**src/rtl/pipe_stall_ctrl.sv**
```systemverilog
// Pipeline stall/flush controller: merges per-stage stall requests, turns a
// committed exception or ERET into a registered multi-cycle flush with a redirect PC.
module pipe_stall_ctrl #(
  parameter int               NSTAGE        = 6,
  parameter int               WIDTH         = 32,
  parameter logic [WIDTH-1:0] RESET_PC      = 32'h80000000,
  parameter int               FLUSH_CYCLES  = 1,
  parameter int               STALL_TIMEOUT = 1024
) (
  input  logic              clk,
  input  logic              rst,
  input  logic [NSTAGE-1:0] stallreq,
  input  logic              global_stall,
  input  logic              exc_valid,
  input  logic              exc_is_eret,
  input  logic [WIDTH-1:0]  epc,
  input  logic [WIDTH-1:0]  ebase,
  output logic [NSTAGE-1:0] stall,
  output logic              flush,
  output logic [WIDTH-1:0]  new_pc,
  output logic [WIDTH-1:0]  stall_cycles,
  output logic              timeout
);

  localparam int FW = (FLUSH_CYCLES > 1) ? $clog2(FLUSH_CYCLES) : 1;
  localparam int RW = (STALL_TIMEOUT > 0) ? $clog2(STALL_TIMEOUT + 1) : 1;

  typedef enum logic {RUN, FLUSH} state_t;

  state_t           state_q, state_d;
  logic [FW-1:0]    fcnt_q, fcnt_d;
  logic             flush_q, flush_d;
  logic [WIDTH-1:0] new_pc_q, new_pc_d;
  logic [WIDTH-1:0] stall_cycles_q, stall_cycles_d;
  logic [RW-1:0]    run_cnt_q, run_cnt_d;
  logic             timeout_q, timeout_d;

  // A stall request from stage k freezes every older stage 0..k as well.
  always_comb begin
    stall = '0;
    if (!rst && !exc_valid && state_q == RUN) begin
      if (global_stall) begin
        stall = '1;
      end else begin
        for (int k = 0; k < NSTAGE; k++) begin
          stall[k] = |(stallreq >> k);
        end
      end
    end
  end

  always_comb begin
    state_d        = state_q;
    fcnt_d         = fcnt_q;
    flush_d        = flush_q;
    new_pc_d       = new_pc_q;
    stall_cycles_d = stall_cycles_q;
    run_cnt_d      = run_cnt_q;
    timeout_d      = timeout_q;

    if (state_q == RUN) begin
      if (exc_valid) begin
        state_d  = FLUSH;
        fcnt_d   = '0;
        flush_d  = 1'b1;
        new_pc_d = exc_is_eret ? epc : ebase;
      end
    end else begin
      // Exceptions arriving while flushing are dropped, not queued.
      if (fcnt_q == FW'(FLUSH_CYCLES - 1)) begin
        state_d = RUN;
        fcnt_d  = '0;
        flush_d = 1'b0;
      end else begin
        fcnt_d = fcnt_q + FW'(1);
      end
    end

    if (|stall) begin
      stall_cycles_d = stall_cycles_q + WIDTH'(1);
      if (run_cnt_q != RW'(STALL_TIMEOUT)) begin
        run_cnt_d = run_cnt_q + RW'(1);
      end
      if (STALL_TIMEOUT != 0 && (run_cnt_q + RW'(1)) == RW'(STALL_TIMEOUT)) begin
        timeout_d = 1'b1;
      end
    end else begin
      run_cnt_d = '0;
    end
  end

  always_ff @(posedge clk) begin
    if (rst) begin
      state_q        <= RUN;
      fcnt_q         <= '0;
      flush_q        <= 1'b0;
      new_pc_q       <= RESET_PC;
      stall_cycles_q <= '0;
      run_cnt_q      <= '0;
      timeout_q      <= 1'b0;
    end else begin
      state_q        <= state_d;
      fcnt_q         <= fcnt_d;
      flush_q        <= flush_d;
      new_pc_q       <= new_pc_d;
      stall_cycles_q <= stall_cycles_d;
      run_cnt_q      <= run_cnt_d;
      timeout_q      <= timeout_d;
    end
  end

  assign flush        = flush_q;
  assign new_pc       = new_pc_q;
  assign stall_cycles = stall_cycles_q;
  assign timeout      = timeout_q;

endmodule

```
**config.mk**
```make
export PLATFORM = sky130hd
export DESIGN_NAME = pipe_stall_ctrl
export DESIGN_NICKNAME = d
export VERILOG_FILES = /design/src/rtl/pipe_stall_ctrl.sv
export SDC_FILE = /design/constraint.sdc
export NUM_CORES = 1
export LEC_CHECK = 0
export CORE_ASPECT_RATIO = 0.75
export CORE_UTILIZATION = 47
export CTS_CLUSTER_SIZE = 24
export DETAILED_ROUTE_END_ITERATION = 8
export GPL_ROUTABILITY_DRIVEN = 1
export PLACE_DENSITY = 0.84
export SYNTH_ARGS = -nofsm -noshare
export SYNTH_HDL_FRONTEND = slang
export SYNTH_SLANG_ARGS = --single-unit
```
**constraint.sdc**
```tcl
create_clock -name clk -period 6.95 [get_ports clk]
set_input_delay 2.085 -clock clk [delete_from_list [all_inputs] [get_ports clk]]
set_output_delay 2.085 -clock clk [all_outputs]
set_load 0.02 [all_outputs]
```
==> impl_results.md <==
* Setup_tns at 0 ns
* Worst setup margin at 0.642 ns
* Cell count after synthesis at 417
* Share of layout cells above drive strength 1 at 4.72%
* Worst relative slew slack at roughly two fifths
* CTS tree: built
* Routed WL per cell at about 15 µm
* Minimum clock period at 6.31 ns
* Endpoints failing hold at 0
* Routed WL at 9590 µm
* Synth cell types at 39
* Resized cells post-CTS at 0
* Setup WS pre-CTS at 0.666 ns
* Post-synthesis sequential area ratio at 42.8%
* # port buffers at 146
* Cell Count, Final, Fillers Out at about 650
* Starting Density at 49.1%
* GP Congestion at around 0.8
* First-pass GRT wire length at approximately 16,000 µm
* LEAKAGE at 1.96 nW
* Share of the synthesized area in the top cell type at around 43%
* GR Util met3 at 8.31%
* CTS Hold Bufs at 0
* Vias/cell at 5.24
* Final Cell Area at 0.00533 mm²
* Most frequent cell after synthesis: dfxtp_1
* Placed Cells at 636
* # rows at 27
* Routed vias at 3,417
* Grt met2 use at approximately 40%
* RSZ-0062 raised after global routing: no
* Pre-antenna DRT Iters at 5
* Synth warnings at 0
* Met1 Resource Use GR at 30.4%
* Yosys reg bits at 78
* Fmax at around 160 MHz
* CTS root buf: clkbuf_8
* Placed instance area at 0.00512 mm²
* Tcrit/Tclk final at 90.8%
* Nets at around 630
* Synth Cell Area at 0.00365 mm²
* Die Span Y at 78.3 µm
* Initial DRC Count at 218
* Setup CP Type: primary input to output port
* Slew Limit Fails at 0
* Status: complete, no violations
* CP Max Fanout at 26
* Final Skew at around 0.0077 ns
* Clk Latency, worst-skew pair at 0.35 ns
* Startpoint types: primary input
* Syn_area_per_cell at 8.75 µm²
* Ys flop type: dfxtp_1
* VDD IR-drop max at 113 µV
* CTS buffer count at 9
* Ranking of synthesized cells by area: dfxtp_1 (43%), mux2i_1 (9.3%), nor2_1 (7.7%)
* Slew @ Worst Pin at 0.929 ns
* Synth top cells by count: dfxtp_1 (78), nor2_1 (75), mux2i_1 (34)
* Chip Width at 104 µm
* Pwr/cell area at between 150 and 200 mW/mm²
* # setup viols final at 0
* Setup crit end kind: output port
* Max Cap Viol at 0
* Area growth from synthesis to layout at 46.2%
* GRT Total Usage at 24.2%
* Gr busiest metal: met2
* Gr ovfl total at 0
* Core Area at 0.00743 mm²
* FFs w/ async S/R, synth at 0%
* Pwr Total at 0.990 mW
* Hold Path Class: flop to flop
* Clk sink count at just under 80
* Antenna Nets Post-Route at 0
* DP HPWL at 6890 µm
* CTS H-tree depth at 3
* Cell taking the most area after synthesis: dfxtp_1
* Clock-pin slew reported for the worst setup and hold paths after clock tree synthesis at around 0.07 ns
* Clock Path Buffers at 2
* Synthesized net count at approximately 500
* Largest net degree at the start of global routing at 69
* Number of synthesized flops with an enable pin at 0
* # diodes at 0
* Worst EP required at 4.87 ns
* I/O Pins at 147
* Full die area at 0.00812 mm²
* Vias in the first global route at 3,255
* Worst EP arrival at between 4 and 5 ns
* DR DRC count at 0
* Initial antenna violation count at 0
* Post-CTS setup buffer count at 0
metrics by stage:
| stage | util, % | hold WS [ns] |
|---|---|---|
| global placement | 68.9 | 0.463 |
| finish | 71.8 | 0.474 |
| floorplan | - | 0.438 |
| detailed placement | 68.9 | 0.467 |
| global route | 71.8 | 0.495 |
| CTS | 71.8 | 0.480 |
critical path: stages:
cell and delay [ns]:
clkdlybuf4s50_1 0.45, nor4_1 0.40, a21o_1 0.39, clkinv_4 0.28, clkdlybuf4s50_1 0.61
cell type report:
cell class	instances	area [µm²]
clock buffer	12	155
clock inverter	4	53.8
fill	594	2100
inverter	10	42.5
multi-input combinational	299	1930
sequential	78	1560
tap	101	126
timing repair buffer	148	1470
cells in the final DEF, fill, tap and decap left out, drive strengths merged, types with 3 or more instances in the layout:
cell type and instances:
ha 4, nand4 23, clkdlybuf4s50 144, clkbuf 12
nand2 17, xor2 20, nand3 10, a21oi 11
xnor2 14, a211oi 31, dfxtp 78, o21ai 9
nor4 5, inv 10, mux2i 34, and2 4
nand2b 3, nor2 75, buf 4, nor3 12
and3 5, or3 9
flip-flops by register name (all words and copies together), names as in the netlist:
signal / cells
new_pc: 32
stall_cycles: 32
run_cnt_q: 11
flush: 1
state_q: 1
timeout: 1
layer usage:
layer	wire length, µm	vias up	part of all wire [%]
met5	0	-	0
met4	121	0	1.3
met3	628	12	6.5
met2	4600	117	48
met1	4250	1567	44
li1	-	1721	-
cells by family (layout without fill, tap and decap cells):
family                     after synthesis  after routing  synth area share [%]
adders and majority gates                4              4                  1.37
buffers and inverters                   40            174                  4.60
muxes                                   34             34                  9.33
xor gates and xnor gates                34             34                  8.16
AOI/OAI and AO/OA                       56             56                  10.2
DFF                                     78             78                  42.8
and+or+nand+nor                        171            171                  23.6
final timing paths:
path	cells past startpoint	to	start	slack, ns
worst max-delay path	5	stall[0]	stallreq[5]	0.64
worst min-delay path	2	timeout$_SDFFE_PP0P_	timeout$_SDFFE_PP0P_	0.47
worst max register to register	5	stall_cycles[26]$_SDFFE_PP0P_	stall_cycles[6]$_SDFFE_PP0P_	4.73
worst min register to register	2	timeout$_SDFFE_PP0P_	timeout$_SDFFE_PP0P_	0.47
power breakdown:
group	internal (mW)	leakage (nW)	switching (mW)
Combinational	0.0885	1.22	0.0755
Sequential	0.464	0.637	0.0104
Clock	0.187	0.0992	0.165
Total	0.739	1.96	0.251
(Power assumes the default switching activity.)
